===== config.mk =====
export PLATFORM = sky130hd
export DESIGN_NAME = aqp_spi_cmd_master
export DESIGN_NICKNAME = d
export VERILOG_FILES = /design/src/rtl/aqp_spim_pkg.sv /design/src/rtl/aqp_spim_shifter.sv /design/src/rtl/aqp_spi_cmd_master.sv
export SDC_FILE = /design/constraint.sdc
export NUM_CORES = 1
export LEC_CHECK = 0
export CORE_ASPECT_RATIO = 1.1
export CORE_UTILIZATION = 53
export DETAILED_ROUTE_END_ITERATION = 8
export DONT_BUFFER_PORTS = 1
export GPL_TIMING_DRIVEN = 0
export PLACE_DENSITY = 0.73
export RECOVER_POWER = 50
export SYNTH_ARGS = -nofsm -noshare
export SYNTH_HDL_FRONTEND = slang
export SYNTH_HIERARCHICAL = 1
export SYNTH_SLANG_ARGS = --single-unit

===== constraint.sdc =====
create_clock -name clk -period 2.9 [get_ports clk]
set_input_delay 0.29 -clock clk [delete_from_list [all_inputs] [get_ports clk]]
set_output_delay 0.29 -clock clk [all_outputs]
set_load 0.03 [all_outputs]

===== src/rtl/aqp_spim_pkg.sv =====
// aqp_spim_pkg: frame FSM state encoding and SPI slave command codes shared by the
// SPI command master and its users.
package aqp_spim_pkg;

    typedef enum logic [2:0] {
        IDLE,
        SETUP,
        SHIFT,
        LOAD,
        HOLD,
        GAP
    } spim_state_e;

    localparam logic [7:0] CMD_RESET           = 8'h01;
    localparam logic [7:0] CMD_SET_KEYB_MATRIX = 8'h10;
    localparam logic [7:0] CMD_SET_HCTRL       = 8'h11;
    localparam logic [7:0] CMD_WRITE_KBBUF     = 8'h12;
    localparam logic [7:0] CMD_BUS_ACQUIRE     = 8'h20;
    localparam logic [7:0] CMD_BUS_RELEASE     = 8'h21;
    localparam logic [7:0] CMD_MEM_WRITE       = 8'h22;
    localparam logic [7:0] CMD_MEM_READ        = 8'h23;
    localparam logic [7:0] CMD_IO_WRITE        = 8'h24;
    localparam logic [7:0] CMD_IO_READ         = 8'h25;

    function automatic logic cmd_is_read(input logic [7:0] code);
        return code == CMD_MEM_READ || code == CMD_IO_READ;
    endfunction

endpackage


===== src/rtl/aqp_spim_shifter.sv =====
// aqp_spim_shifter: SPI mode 0 byte engine -- half-period divider, TX/RX shift
// registers, bit counter and a byte_done strobe coincident with the last sclk fall.
module aqp_spim_shifter #(
    parameter int CLK_DIV = 4
) (
    input  logic       clk,
    input  logic       reset,
    input  logic       load,
    input  logic [7:0] load_data,
    input  logic       run,
    input  logic       spi_miso,
    output logic       spi_sclk,
    output logic       spi_mosi,
    output logic [7:0] rx_byte,
    output logic       byte_done
);
    logic [7:0] div_q, div_d, tx_q, tx_d, rx_q, rx_d;
    logic [2:0] bit_q, bit_d;
    logic       sclk_q, sclk_d, done_q, done_d;
    logic [1:0] sync_q;
    logic       active, tick, rise, fall;

    always_comb begin
        active = run && !done_q;
        tick   = active && div_q == 8'(CLK_DIV - 1);
        rise   = tick && !sclk_q;
        fall   = tick && sclk_q;
        div_d  = (active && !tick) ? div_q + 8'd1 : 8'd0;
        sclk_d = tick ? !sclk_q : sclk_q;
        rx_d   = rise ? {rx_q[6:0], sync_q[1]} : rx_q;
        tx_d   = load ? load_data : fall ? {tx_q[6:0], 1'b0} : tx_q;
        bit_d  = load ? 3'd0 : fall ? bit_q + 3'd1 : bit_q;
        done_d = fall && bit_q == 3'd7;
    end

    always_ff @(posedge clk or posedge reset) begin
        if (reset) begin
            div_q  <= '0;
            tx_q   <= '0;
            rx_q   <= '0;
            bit_q  <= '0;
            sclk_q <= 1'b0;
            done_q <= 1'b0;
            sync_q <= '0;
        end else begin
            div_q  <= div_d;
            tx_q   <= tx_d;
            rx_q   <= rx_d;
            bit_q  <= bit_d;
            sclk_q <= sclk_d;
            done_q <= done_d;
            sync_q <= {sync_q[0], spi_miso};
        end
    end

    assign spi_sclk  = sclk_q;
    assign spi_mosi  = tx_q[7];
    assign rx_byte   = rx_q;
    assign byte_done = done_q;

endmodule


===== src/rtl/aqp_spi_cmd_master.sv =====
// aqp_spi_cmd_master: frames a command byte plus N payload bytes on SPI mode 0 and
// returns MISO bytes; AQP_SPIM_ABORT_EN adds an abort input that truncates the frame.
module aqp_spi_cmd_master
    import aqp_spim_pkg::*;
#(
    parameter int CLK_DIV = 4
) (
    input  logic       clk,
    input  logic       reset,
    input  logic       cmd_start,
    input  logic [7:0] cmd_code,
    input  logic [7:0] cmd_len,
    input  logic [7:0] tx_data,
    input  logic       tx_valid,
    output logic       tx_ready,
    output logic [7:0] rx_data,
    output logic       rx_valid,
    output logic       busy,
    output logic       done,
`ifdef AQP_SPIM_ABORT_EN
    input  logic       abort,
`endif
    output logic       spi_ssel_n,
    output logic       spi_sclk,
    output logic       spi_mosi,
    input  logic       spi_miso
);
    spim_state_e state_q, state_d;
    logic [8:0]  cnt_q, cnt_d, rem_q, rem_d;
    logic        is_cmd_q, is_cmd_d, loaded_q, loaded_d;
    logic        ssel_n_q, ssel_n_d, done_q, done_d, rx_valid_q, rx_valid_d;
    logic [7:0]  rx_data_q, rx_data_d, sh_data, rx_byte;
    logic        sh_load, byte_done, wait_end, stop;

    aqp_spim_shifter #(.CLK_DIV(CLK_DIV)) u_shifter (
        .clk       (clk),
        .reset     (reset),
        .load      (sh_load),
        .load_data (sh_data),
        .run       (state_q == SHIFT),
        .spi_miso  (spi_miso),
        .spi_sclk  (spi_sclk),
        .spi_mosi  (spi_mosi),
        .rx_byte   (rx_byte),
        .byte_done (byte_done)
    );

`ifdef AQP_SPIM_ABORT_EN
    logic abort_q, abort_d;
    // Sticky request; cleared whenever the frame is outside SETUP/SHIFT/LOAD.
    assign abort_d = (state_q inside {SETUP, SHIFT, LOAD}) && (abort_q || abort);
    assign stop    = abort_d;
    always_ff @(posedge clk or posedge reset) begin
        if (reset) abort_q <= 1'b0;
        else       abort_q <= abort_d;
    end
`else
    assign stop = 1'b0;
`endif

    always_comb begin
        state_d    = state_q;
        cnt_d      = cnt_q + 9'd1;
        rem_d      = rem_q;
        is_cmd_d   = is_cmd_q;
        loaded_d   = loaded_q;
        done_d     = 1'b0;
        rx_valid_d = 1'b0;
        rx_data_d  = rx_data_q;
        sh_load    = 1'b0;
        sh_data    = cmd_code;
        tx_ready   = 1'b0;
        wait_end   = cnt_q == 9'(CLK_DIV - 1);
        case (state_q)
            IDLE: begin
                cnt_d = '0;
                if (cmd_start) begin
                    state_d  = SETUP;
                    rem_d    = {1'b0, cmd_len} + 9'd1;
                    is_cmd_d = 1'b1;
                    sh_load  = 1'b1;
                end
            end
            SETUP: if (wait_end) begin
                state_d = SHIFT;
                cnt_d   = '0;
            end
            SHIFT: begin
                cnt_d = '0;
                if (byte_done) begin
                    rem_d      = rem_q - 9'd1;
                    is_cmd_d   = 1'b0;
                    loaded_d   = 1'b0;
                    rx_valid_d = !is_cmd_q;
                    rx_data_d  = is_cmd_q ? rx_data_q : rx_byte;
                    state_d    = (rem_q == 9'd1 || stop) ? HOLD : LOAD;
                end
            end
            LOAD: begin
                if (!loaded_q) begin
                    cnt_d    = '0;
                    tx_ready = !stop;
                    if (stop) begin
                        state_d = HOLD;
                    end else if (tx_valid) begin
                        sh_load  = 1'b1;
                        sh_data  = tx_data;
                        loaded_d = 1'b1;
                    end
                end else if (wait_end) begin
                    state_d = SHIFT;
                    cnt_d   = '0;
                end
            end
            HOLD: if (wait_end) begin
                state_d = GAP;
                cnt_d   = '0;
                done_d  = 1'b1;
            end
            GAP: if (cnt_q == 9'(2 * CLK_DIV - 1)) begin
                state_d = IDLE;
                cnt_d   = '0;
            end
            default: state_d = IDLE;
        endcase
        ssel_n_d = !(state_d inside {SETUP, SHIFT, LOAD, HOLD});
    end

    always_ff @(posedge clk or posedge reset) begin
        if (reset) begin
            state_q    <= IDLE;
            cnt_q      <= '0;
            rem_q      <= '0;
            is_cmd_q   <= 1'b0;
            loaded_q   <= 1'b0;
            ssel_n_q   <= 1'b1;
            done_q     <= 1'b0;
            rx_valid_q <= 1'b0;
            rx_data_q  <= '0;
        end else begin
            state_q    <= state_d;
            cnt_q      <= cnt_d;
            rem_q      <= rem_d;
            is_cmd_q   <= is_cmd_d;
            loaded_q   <= loaded_d;
            ssel_n_q   <= ssel_n_d;
            done_q     <= done_d;
            rx_valid_q <= rx_valid_d;
            rx_data_q  <= rx_data_d;
        end
    end

    assign busy       = state_q != IDLE;
    assign done       = done_q;
    assign rx_valid   = rx_valid_q;
    assign rx_data    = rx_data_q;
    assign spi_ssel_n = ssel_n_q;

endmodule


==> results.json, run 1 <==
{
  "clockPowerShare": 0.247,
  "initial_core_util": 0.547,
  "drt-total-wl_um": 6500,
  "async_flop_share": 1.00,
  "vdd_ir_drop_max_mv": 0.392,
  "routedWlPerCell_um": 15.7,
  "multi_input_area_sq_um": 1670,
  "outcome": "finished clean",
  "p_comb_frac": 0.305,
  "min_period_over_period": 0.898,
  "p_int_mw": 1.76,
  "syn_to_final_growth_pct": 9.67,
  "antenna_found_initial": 0,
  "drv_slew": 0,
  "io_pins": 44,
  "via_per_inst": 5.85,
  "yosys_warnings": 6,
  "setup_viol": 0,
  "worst_setup_path_end_kind": "register",
  "cp.arrival_ps": 2830,
  "cts_max_path_buffers": 2,
  "regArea_sq_um": 1630,
  "overflow": 0,
  "ys.flop_type": "dfrtp_1",
  "num-fill-cells": 536,
  "hold_viol_final": 0,
  "hold_slack_ps": 144,
  "cp_data_required_time_ps": 3120,
  "final_cell_mix": "dfrtp_1 (64), mux2_2 (24), nor2_1 (21)",
  "max_freq_mhz": 384,
  "power_frac_seq": 0.448,
  "cts-root-buf": "clkbuf_8",
  "track_usage": 0.214,
  "grt_pass1_vias": 2387,
  "ys_seq_area_frac": 0.484,
  "post_synth.cell_area_avg_sq_um": 10.6,
  "drc_errors": 0,
  "cts_tree": "yes",
  "die_w_um": 78.0,
  "cts_max_level": 3,
  "synth_seq_cells": 65,
  "fin_area_sq_um": 3690,
  "timing.critical_path.from_type": "register",
  "mostFrequentLayoutCell": "dfrtp_1",
  "ys_types": 53,
  "powerDensity_nw_per_um2": 730,
  "drt_iter0_drc": 151,
  "grt_max_degree": 35,
  "drt.antenna.violating_nets": 0,
  "insertion_delay_ps": 330,
  "p_sw_uw": 936,
  "synth_area_sq_um": 3360,
  "tightest_slew_ps": 1320,
  "dieArea_sq_um": 6670,
  "place_hpwl_um": 4490,
  "syn-num-nets": 352,
  "synthCells": 316,
  "design.core.area_sq_um": 6160,
  "final_cells": 413,
  "fin_tns_setup_ps": 0,
  "p_leak_nw": 1.60,
  "rsz0062_at_grt": "false",
  "swShare": 0.348,
  "via_count": 2415,
  "dp.cells": 396,
  "cap_violations": 0,
  "rows": 30,
  "drt_pass1_iterations": 4,
  "gp_routability_congestion": 0.845,
  "layout-drive-gt1-share": 0.177,
  "grt_pass1_wl_um": 11200,
  "path_class": "register to register",
  "cts_made_buffers": 9,
  "worstHoldPathType": "input port to register",
  "clkTransAtPathRegs_ps": 70,
  "period_needed_ps": 2600,
  "synth-edff-count": 0,
  "fin_nets": 366,
  "n_antenna_cell": 0,
  "die_y_um": 85.6,
  "clock_skew_ps": 9.67,
  "place_area_sq_um": 3470,
  "slew_headroom": 0.121,
  "cts_sinks": 65,
  "portBuffers": 0,
  "utilization": 0.599,
  "path_max_fanout": 10
}
==> sequential cells by signal, indices dropped and copies added, names as in the netlist <==
signal,flops
u_shifter/bit_q,3
u_shifter/tx_q,8
loaded_q,1
state_q,3
u_shifter/spi_sclk,1
rem_q,9
done,1
u_shifter/sync_q,2
is_cmd_q,1
cnt_q,9
u_shifter/div_q,8
rx_data,8
spi_ssel_n,1
u_shifter/rx_byte,8
u_shifter/byte_done,1
rx_valid,1
==> Yosys cell counts (all sizes together), types with 3 or more instances <==
cell    count  area [sq um]
o21ai      16          80.1
o22ai       4          31.3
o32ai       3          26.3
mux2       24           270
a22o        7          62.6
ha          7          87.6
dfrtp      64          1600
or2         3          18.8
nor3        5          25.0
inv        10          37.5
a21oi      13          65.1
xor2       11          96.3
o31ai       5          37.5
buf         5          27.5
nand4       6          37.5
nor4        4          25.0
nor2b      10          62.6
clkbuf      7          26.3
nor2       22          85.1
xnor2       7          61.3
nand2      21          78.8
a221o       7          70.1
or3         5          31.3
o31a        6          52.6
and3        4          25.0
nand2b      5          31.3
nand3      14          70.1
==> per-stage QoR <==
step,setup WS [ps],power [mW]
CTS,19.7,2.72
global placement,-347,2.01
finish,296,2.69
detailed placement,-387,2.04
global route,96.2,2.88
floorplan,257,1.85
==> cell type report <==
type	instances	area share
multi-input cells	229	0.452
flip-flops and latches	65	0.441
clock buffers	11	0.0410
well taps	80	0.0271
plain buffers	11	0.0142
inverters	10	0.0112
repair buffers	4	0.00848
clock inverters	3	0.00475
==> power groups by stage <==
| stage | Combinational (mW) | Clock [mW] | Sequential (mW) |
|---|---|---|---|
| 3_3_place_gp | 0.794 | 0 | 1.21 |
| 5_1_grt | 0.929 | 0.721 | 1.23 |
| 3_5_place_dp | 0.815 | 0 | 1.22 |
| 4_1_cts | 0.827 | 0.686 | 1.20 |
| 6_report | 0.822 | 0.666 | 1.21 |
| 2_1_floorplan | 0.669 | 0 | 1.18 |
==> path summary, 6_finish.rpt <==
path,endpoint,start,depth (start not counted),slack (ps)
worst max-delay path,u_shifter/tx_q[2],state_q[0],9,300
worst min-delay path,loaded_q,tx_valid,2,140
worst max register to register,u_shifter/tx_q[2],state_q[0],9,300
worst min register to register,u_shifter/sync_q[1],u_shifter/sync_q[0],0,350
max in group asynchronous,u_shifter/div_q[5],reset,3,1060
min in group asynchronous,rx_data[1],reset,1,200
==> critical path: stages (launching register included) <==
cell and delay [ps]:
dfrtp_1 380, buf_2 220, inv_1 120, nor4_4 550, nand2_2 300, o31ai_1 160, clkbuf_2 280, nor2b_1 100
o31a_1 110, a221o_1 250
==> cells by family after synthesis <==
group                      count (synthesis)  share of synthesized area
and+or+nand+nor                          110                      0.179
AOI/OAI and AO/OA                         70                      0.157
DFF                                       65                      0.484
muxes                                     24                     0.0803
buffers and inverters                     22                     0.0271
xor gates and xnor gates                  18                     0.0469
adders and majority gates                  7                     0.0260
==> repair_timing <==
item | in CTS | in global routing
setup endpoints to repair | 20 | 18
gates cloned | 0 | 0
buffers inserted | 1 | 0
gates resized for setup | 3 | 4
hold buffers | 1 | 1
hold endpoints to repair | 1 | 6
==> metal layers <==
| metal | routed length [um] | track usage | vias up |
|---|---|---|---|
| li1 | - | - | 1184 |
| met1 | 3040 | 0.287 | 1175 |
| met4 | 102 | 0.0808 | 0 |
| met3 | 217 | 0.0372 | 10 |
| met5 | 0 | 0 | - |
| met2 | 3150 | 0.349 | 46 |
(Power assumes the default switching activity.)
==> run 2, diff against run 1 <==
--- a/config.mk
+++ b/config.mk
@@ -7,6 +7,7 @@
 export LEC_CHECK = 0
 export CORE_ASPECT_RATIO = 1.1
 export CORE_UTILIZATION = 53
+export CTS_CLUSTER_SIZE = 28
 export DETAILED_ROUTE_END_ITERATION = 8
 export DONT_BUFFER_PORTS = 1
 export GPL_TIMING_DRIVEN = 0
==> results of run 2 <==
Same layout as run 1: the final DEF is identical, and so are final timing and power.
